### src/rtl/uart_spi_bridge.sv
// rtl/uart_spi_bridge.sv - framed UART byte stream to 24-bit SPI register writes
module uart_spi_bridge #(
    parameter int          CLKS_PER_HALF_SCK = 4,
    parameter logic [7:0]  SYNC_BYTE         = 8'hA5,
    parameter int          TIMEOUT_CLKS      = 1740
) (
    input  logic       i_Clock,
    input  logic       i_Reset,
    input  logic       i_Rx_DV,
    input  logic [7:0] i_Rx_Byte,
    output logic       o_SEN,
    output logic       o_SCK,
    output logic       o_SDAT,
    output logic       o_Busy,
    output logic       o_Cmd_Done,
    output logic       o_Err_Timeout,
    output logic       o_Err_Overflow
);
    localparam int CW = $clog2(CLKS_PER_HALF_SCK);
    localparam int TW = $clog2(TIMEOUT_CLKS);
    localparam logic [CW-1:0] HALF_LAST = CW'(CLKS_PER_HALF_SCK - 1);
    localparam logic [TW-1:0] GAP_LAST  = TW'(TIMEOUT_CLKS - 1);

    typedef enum logic [1:0] {P_SYNC, P_ADDR, P_DHI, P_DLO} p_state_t;
    typedef enum logic [2:0] {S_IDLE, S_SETUP, S_SHIFT, S_HOLD, S_GAP} e_state_t;

    p_state_t        p_state, p_next;
    logic [TW-1:0]   gap_cnt, gap_next;
    logic [7:0]      addr_q, dhi_q;
    logic            frame_done, gap_expired;

    logic            pend_valid;
    logic [23:0]     pend_word;
    logic            eng_load;

    e_state_t        e_state, e_next;
    logic [CW-1:0]   e_cnt, e_cnt_next;
    logic [4:0]      bit_idx, bit_idx_next;
    logic [23:0]     shreg, shreg_next;
    logic            sen_next, sck_next, sdat_next, done_next;

    // Parser: a byte always beats a gap timeout landing in the same cycle.
    always_comb begin
        p_next      = p_state;
        gap_next    = gap_cnt;
        frame_done  = 1'b0;
        gap_expired = 1'b0;
        if (i_Rx_DV) begin
            gap_next = '0;
            case (p_state)
                P_SYNC:  if (i_Rx_Byte == SYNC_BYTE) p_next = P_ADDR;
                P_ADDR:  p_next = P_DHI;
                P_DHI:   p_next = P_DLO;
                default: begin
                    p_next     = P_SYNC;
                    frame_done = 1'b1;
                end
            endcase
        end else if (p_state != P_SYNC) begin
            if (gap_cnt == GAP_LAST) begin
                gap_expired = 1'b1;
                p_next      = P_SYNC;
                gap_next    = '0;
            end else begin
                gap_next = gap_cnt + 1'b1;
            end
        end
    end

    always_ff @(posedge i_Clock) begin
        if (i_Reset) begin
            p_state <= P_SYNC;
            gap_cnt <= '0;
            addr_q  <= '0;
            dhi_q   <= '0;
        end else begin
            p_state <= p_next;
            gap_cnt <= gap_next;
            if (i_Rx_DV && p_state == P_ADDR) addr_q <= i_Rx_Byte;
            if (i_Rx_DV && p_state == P_DHI)  dhi_q  <= i_Rx_Byte;
        end
    end

    // Engine: every SCK edge and SDAT change falls on a half-period boundary.
    always_comb begin
        e_next       = e_state;
        e_cnt_next   = e_cnt;
        bit_idx_next = bit_idx;
        shreg_next   = shreg;
        sen_next     = o_SEN;
        sck_next     = o_SCK;
        sdat_next    = o_SDAT;
        done_next    = 1'b0;
        eng_load     = 1'b0;
        case (e_state)
            S_IDLE: begin
                if (pend_valid) begin
                    eng_load   = 1'b1;
                    shreg_next = pend_word;
                    sen_next   = 1'b0;
                    sdat_next  = pend_word[23];
                    e_cnt_next = '0;
                    e_next     = S_SETUP;
                end
            end
            S_SETUP: begin
                if (e_cnt == HALF_LAST) begin
                    e_cnt_next   = '0;
                    sck_next     = 1'b1;
                    bit_idx_next = '0;
                    e_next       = S_SHIFT;
                end else begin
                    e_cnt_next = e_cnt + 1'b1;
                end
            end
            S_SHIFT: begin
                if (e_cnt == HALF_LAST) begin
                    e_cnt_next = '0;
                    if (o_SCK) begin
                        sck_next = 1'b0;
                        if (bit_idx == 5'd23) begin
                            sdat_next = 1'b0;
                            e_next    = S_HOLD;
                        end else begin
                            sdat_next    = shreg[22];
                            shreg_next   = {shreg[22:0], 1'b0};
                            bit_idx_next = bit_idx + 1'b1;
                        end
                    end else begin
                        sck_next = 1'b1;
                    end
                end else begin
                    e_cnt_next = e_cnt + 1'b1;
                end
            end
            S_HOLD: begin
                if (e_cnt == HALF_LAST) begin
                    e_cnt_next = '0;
                    sen_next   = 1'b1;
                    e_next     = S_GAP;
                end else begin
                    e_cnt_next = e_cnt + 1'b1;
                end
            end
            default: begin
                if (e_cnt == HALF_LAST) begin
                    e_cnt_next = '0;
                    done_next  = 1'b1;
                    e_next     = S_IDLE;
                end else begin
                    e_cnt_next = e_cnt + 1'b1;
                end
            end
        endcase
    end

    always_ff @(posedge i_Clock) begin
        if (i_Reset) begin
            e_state        <= S_IDLE;
            e_cnt          <= '0;
            bit_idx        <= '0;
            shreg          <= '0;
            o_SEN          <= 1'b1;
            o_SCK          <= 1'b0;
            o_SDAT         <= 1'b0;
            o_Cmd_Done     <= 1'b0;
            pend_valid     <= 1'b0;
            pend_word      <= '0;
            o_Busy         <= 1'b0;
            o_Err_Timeout  <= 1'b0;
            o_Err_Overflow <= 1'b0;
        end else begin
            e_state        <= e_next;
            e_cnt          <= e_cnt_next;
            bit_idx        <= bit_idx_next;
            shreg          <= shreg_next;
            o_SEN          <= sen_next;
            o_SCK          <= sck_next;
            o_SDAT         <= sdat_next;
            o_Cmd_Done     <= done_next;
            o_Err_Timeout  <= gap_expired;
            o_Err_Overflow <= frame_done && pend_valid && !eng_load;
            o_Busy         <= (frame_done && (!pend_valid || eng_load))
                              || (pend_valid && !eng_load) || (e_next != S_IDLE);
            // A slot freed by the engine this cycle can be refilled immediately.
            if (frame_done && (!pend_valid || eng_load)) begin
                pend_valid <= 1'b1;
                pend_word  <= {addr_q, dhi_q, i_Rx_Byte};
            end else if (eng_load) begin
                pend_valid <= 1'b0;
            end
        end
    end
endmodule

### config.mk
export PLATFORM = sky130hd
export DESIGN_NAME = uart_spi_bridge
export DESIGN_NICKNAME = d
export VERILOG_FILES = /design/src/rtl/uart_spi_bridge.sv
export SDC_FILE = /design/constraint.sdc
export NUM_CORES = 1
export LEC_CHECK = 0
export CORE_MARGIN = 1.5
export CORE_UTILIZATION = 60
export CTS_CLUSTER_DIAMETER = 120
export DETAILED_ROUTE_END_ITERATION = 16
export HOLD_SLACK_MARGIN = 0.15
export PLACE_DENSITY = 0.83
export SLEW_MARGIN = 20
export SYNTH_ARGS = -nofsm -noshare
export SYNTH_HDL_FRONTEND = slang
export SYNTH_SLANG_ARGS = --single-unit
### constraint.sdc
create_clock -name i_Clock -period 1.8 [get_ports i_Clock]
set_input_delay 0.36 -clock i_Clock [delete_from_list [all_inputs] [get_ports i_Clock]]
set_output_delay 0.36 -clock i_Clock [all_outputs]
set_load 0.02 [all_outputs]
==> impl_results.md <==
- WS Path Type: reg -> out
- Clk slew on worst S/H paths: approximately 90 ps
- Starting Density: 0.614
- Port Buffers: 17
- Worst hold start: i_Reset
- Pwr Density: approximately 800 nW/um^2
- Worst Setup End Kind: primary output
- Library cells used by synthesis: 46
- Total negative slack: 0 ps
- CP startpoint kind: flop
- CP max stage cell: clkdlybuf4s50_1
- Pleak: around 1.5 nW
- Syn Std Cell Area: about 4100 um^2
- Number of fill cells: 523
- Clock Latency Late Sink: 370 ps
- Antenna violations before repair: 0
- Top FF cell, synth: dfxtp_1
- EDFF count, synth: 0
- Sinks on Clock Net: 94
- Post-synth ARST share: 0
- Final Max Slew Viols: 0
- Die height: 85.9 um
- Synth top area share: 0.456
- Max-Cap Viols: 0
- Die area: 7380 um^2
- Vias: 3,428
- FF+latch count, synth: 94
- IO Count: 18
- Critical Path Start: o_SEN$_SDFFE_PP1P_
- CTS root buffer: clkbuf_8
- Largest stage delay on the critical path: 610 ps
- Most frequent cells after synthesis: nand2_1, dfxtp_1, a21oi_1, a311oi_2, nand3_1
- Post-Syn Instances: 488
- Status: completed
- Max IR drop VDD: 0.000518 V
- Crit path max-delay family: buffers and inverters
- Syn_nets: between 500 and 600
- Clock buffer depth: 2
- Synth warn: 0
- Fin. Hold Viols: 0
- Fmax: a little under 0.6 GHz
- Hold slack final: 336 ps
- Total chip power: 3.69 mW
- Post-synth top area cell: dfxtp_1
- Count leader, synth: nand2_1
- # DRC: 0
- Diode count: 0
- Gpl congestion: 0.788
- Clock tree from TritonCTS: built
- Slew margin rel.: 0.667
- GRT Resource Usage Total: 0.244
- Worst r2r src: e_state[2]$_SDFF_PP0_
- Pin slew with the least headroom to its limit: 499 ps
- Vias per cell: 5.84
- Nets: between 500 and 600
- Final WL: 8650 um
- Register area share after synthesis: 0.456
- Routed wire per std cell: 14.7 um
- Drt pass-1 iters: 4
- Die Width: roughly 86 um
- Final ANT Viol Nets: 0
- Final min period: 1710 ps
- Setup repair bufs after CTS: 0
- Req. time, crit path: ~1400 ps
- Syn-to-layout area delta: 12.4%
- Hpwl dp: 5930 um
- Top cells by area, synth: dfxtp_1, nand2_1, a21oi_1
- CORE AREA: 6720 um^2
- Initial drt markers: roughly 280
- Buffers & Inverters on Critical Path: 1
- CTS H-tree lvls: 3
- Crit path DAT: about 1400 ps
- Vias in the first global route: 3,084
- Clock buffer count from CTS: 9
- Worst min-delay path class: in -> reg
- Worst clock skew: about 9.5 ps
- Wire length of the first global-routing pass: 14,600 um
- Pin count of the biggest net entering global routing: 64
- Syn Area/Cell: 8.45 um^2
- Cell breakdown of the critical path: clkdlybuf4s50_1
- Layout cells sized above 1: 0.124
- Count of final setup violators: 0
- RSZ-0062 raised after global routing: false
- Fin crit share: 0.952
- Core Rows: 30
- Largest fanout on the critical path: 2
- Total gr overflow: 0
-- what timing repair did --
item	in CTS	in global routing
hold buffers	0	0
resized for setup	0	3
setup endpoints to repair	0	16
-- cell usage in the layout (no fill, tap or decap), types with 2 or more instances in the layout --
cell type / instances
nand4b_1: 4
a311oi_1: 3
nand3_1: 18
clkdlybuf4s50_1: 15
a31oi_1: 7
o21ai_0: 7
and2_1: 3
nor4b_1: 2
nor2_1: 16
buf_12: 5
inv_1: 7
nand4_1: 5
and3_1: 2
dfxtp_1: 94
clkinvlp_4: 3
a311oi_2: 19
xor2_1: 4
nand2_1: 130
a21boi_0: 3
xnor2_1: 5
nand3b_1: 2
ha_1: 6
and4b_1: 4
nor2b_1: 6
clkbuf_8: 9
nand2b_1: 6
or4_1: 4
buf_4: 15
a21oi_1: 72
nor3_1: 7
-- cell families (layout without fill, tap and decap cells) --
| kind of cell | count (synthesis) | after routing | share of synthesized area |
|---|---|---|---|
| multiplexers | 1 | 1 | 0.00273 |
| AO/OA/AOI/OAI | 119 | 119 | 0.205 |
| AND/OR/NAND/NOR | 216 | 216 | 0.246 |
| XOR/XNOR | 9 | 9 | 0.0191 |
| adder cells (fa/ha/maj) | 7 | 7 | 0.0212 |
| flip-flops | 94 | 94 | 0.456 |
| buffers and inverters | 42 | 61 | 0.0498 |
-- power by group --
part | internal, mW | total [mW] | switching, mW
logic | 0.0756 | 0.184 | 0.108
clock network | 0.649 | 1.41 | 0.760
registers | 2.09 | 2.10 | 0.0114
total | 2.81 | 3.69 | 0.880
-- final timing paths --
check,depth (start not counted),end,slack [ps]
worst min-delay path,2,e_cnt[1]$_SDFFE_PP0N_,340
worst min register to register,2,pend_word[9]$_SDFFE_PP0P_,460
worst max register to register,3,o_Busy$_SDFF_PP0_,110
worst max-delay path,1,o_SEN,90
-- flip-flops by register name, summed over array words and instances (netlist names) --
| name | count |
|---|---|
| gap_cnt | 11 |
| pend_word | 24 |
| shreg | 23 |
| pend_valid | 1 |
| o_Err_Timeout | 1 |
| o_SDAT | 1 |
| e_cnt | 2 |
| dhi_q | 8 |
| p_state | 2 |
| o_Busy | 1 |
| o_SEN | 1 |
| addr_q | 8 |
| o_SCK | 1 |
| o_Cmd_Done | 1 |
| e_state | 3 |
| bit_idx | 5 |
| o_Err_Overflow | 1 |
-- metrics by stage --
step	util	instance area (um^2)	cells	setup slack, ps
2_1_floorplan	-	4120	488	220
3_3_place_gp	0.659	4430	571	76.0
3_5_place_dp	0.659	4430	571	55.2
4_1_cts	0.689	4630	587	0.378
5_1_grt	0.690	4640	587	1.80
6_report	0.690	4640	587	87.0
-- per-layer routing --
metal | share of wire | GRT usage | vias up
met1 | 0.47 | 0.347 | 1618
met3 | 0.039 | 0.0433 | 14
li1 | - | - | 1732
met5 | 0 | 0 | -
met4 | 0.014 | 0.0792 | 0
met2 | 0.48 | 0.379 | 64
-- final cells by class --
type                    instances  area [um^2]  share of cell area
clock buffers                  10          128              0.0275
flip-flops and latches         94         1880               0.406
well taps                      80          100              0.0216
inverters                       7         26.3             0.00567
repair buffers                 38          392              0.0845
clock inverters                 6         70.1              0.0151
multi-input cells             352         2040               0.440
Note: power is estimated with default switching activity, not from simulation.
==> RTL change, RTL diff (config.mk and constraints unchanged) <==
Compare `bit_idx` against `5'd23` with >= in place of ==.
--- a/src/rtl/uart_spi_bridge.sv
+++ b/src/rtl/uart_spi_bridge.sv
@@ -120,3 +120,3 @@
                         sck_next = 1'b0;
-                        if (bit_idx == 5'd23) begin
+                        if (bit_idx >= 5'd23) begin
                             sdat_next = 1'b0;
Behaviour: no difference found for any inputs over 10 cycles, from zero or initial values and one cycle with i_Reset high; that may be too few to reach the edited logic, so the function may still have changed.
==> RTL change against the original RTL <==
Routed wire length down 1.2%. Area after synthesis fell by 3.0%. Critical path type unchanged. Worst setup slack worse by 0.050 ns. Power down 3.5%. Cell area down 0.46%. Combinational power up 9%. Highest routed layer unchanged. Sequential cell count is the same.
==> RTL change: results (changes against the original RTL) <==
| Metric | Value |
|---|---|
| Nets | 508 (was 520) |
| Routed length on met2 | 4003 um (was 4133 um) |
| Post-synthesis sequential area ratio | 47.04% (was 45.64%) |
| Largest stage delay on the critical path | 0.63 ns (was 0.61 ns) |
| Drt wl/cell | 14.93 um (was 14.73 um) |
| Final Skew | 0.005012 ns (was 0.009534 ns) |
| Pin count of the biggest net entering global routing | 53 (was 64) |
| Via density | 5.909 (was 5.840) |
| Switching pwr | 841.9 uW (was 880.1 uW) |
| Reg2reg setup slack | 0.09 ns (was 0.11 ns) |
| Synth cell types | 47 (was 46) |
| Dpl hpwl | 5640 um (was 5935 um) |
| Capturing point of the worst reg2reg path | p_state[0] (was o_Busy) |
| Met1 Wirelength | 4040 um (was 4055 um) |
| Place WS | -0.05133 ns (was 0.05515 ns) |
| Ratio of cells with drive above 1 in the final layout | 12.32% (was 12.43%) |
| Iteration-0 DRC Markers | 308 (was 282) |
| Reg2Reg Depth | 6 (was 3) |
| Part of the power in registers | 58.8% (was 56.8%) |
| Synthesis Warnings | 0 (unchanged) |
| NonClk Buf Share | 9.843% (was 8.448%) |
| Placed Area | 4393 um2 (was 4429 um2) |
| Comb_multi_in | 330 (was 352) |
| CP top delay family | buffers and inverters (unchanged) |
| Clock buf count | 12 (was 10) |
| Net Count, Synth | 480 (was 506) |
| Worst setup startpoint | o_SCK (was o_SEN) |
| Slew margin rel. | 65.77% (was 66.67%) |
| GR Util All Layers | 24.90% (was 24.42%) |
| Drt pass-1 iters | 5 (was 4) |
| Final WS setup | 0.03745 ns (was 0.08701 ns) |
| Buffers excl. clock | 50 (was 38) |
| Clock Power Share | 35.6% (was 38.2%) |
| Critical Path AT | 1.40 ns (was 1.35 ns) |
| Inverters, non-clock | 5 (was 7) |
| Routability congestion estimate from global placement | 0.8015 (was 0.7878) |
| Avg Inst Size Synth | 8.658 um2 (was 8.448 um2) |
| First-pass GRT wire length | 14430 um (was 14550 um) |
| P_clk | 1.27 mW (was 1.41 mW) |
| RR Startpoint | p_state[1] (was e_state[2]) |
| Clk tree area frac | 3.823% (was 4.264%) |
| Max VDD drop | 0.6213 mV (was 0.5177 mV) |
| Leak | 1.529 nW (was 1.461 nW) |
| Min-Delay Endpoint | o_Err_Timeout (was e_cnt[1]) |
| Outcome | completed (unchanged) |
| Vias in the first global route | 3159 (was 3084) |
| Top post-synthesis cells by area | dfxtp_1 47%, nand2_1 7.7%, mux2i_1 6.8%, a21oi_1 6.4%, a211oi_1 4.1% (was dfxtp_1 46%, nand2_1 12%, a21oi_1 8.7%, a311oi_2 6.9%, nand3_1 2.2%) |
| GR Util met2 | 40.04% (was 37.87%) |
| Pwr dens | 772.1 nW/um2 (was 796.4 nW/um2) |
| Most frequent cells after synthesis | 94 x dfxtp_1, 82 x nand2_1, 51 x a21oi_1 (was 130 x nand2_1, 94 x dfxtp_1, 72 x a21oi_1) |
-- RTL change: cell families (layout without fill, tap and decap cells) --
group / after synthesis / after routing / share of synthesized area [%]
and+or+nand+nor: 193 / 193 / 23.37
DFF: 94 / 94 / 47.04
AOI/OAI and AO/OA: 93 / 93 / 14.39
buffers and inverters: 38 / 71 / 4.066
muxes: 27 / 27 / 6.756
xor gates and xnor gates: 10 / 10 / 2.190
adders and majority gates: 7 / 7 / 2.189
-- RTL change: metrics by stage --
stage / std cells / util, % / power [mW] / hold slack (ns)
detailed placement: 554 / 68.79 / 2.340 / 0.4434
global placement: 554 / 68.79 / 2.335 / 0.4398
floorplan: 462 / - / 2.256 / 0.4321
global route: 572 / 72.26 / 3.670 / 0.3359
finish: 572 / 72.26 / 3.563 / 0.3361
CTS: 570 / 71.55 / 3.567 / 0.3307
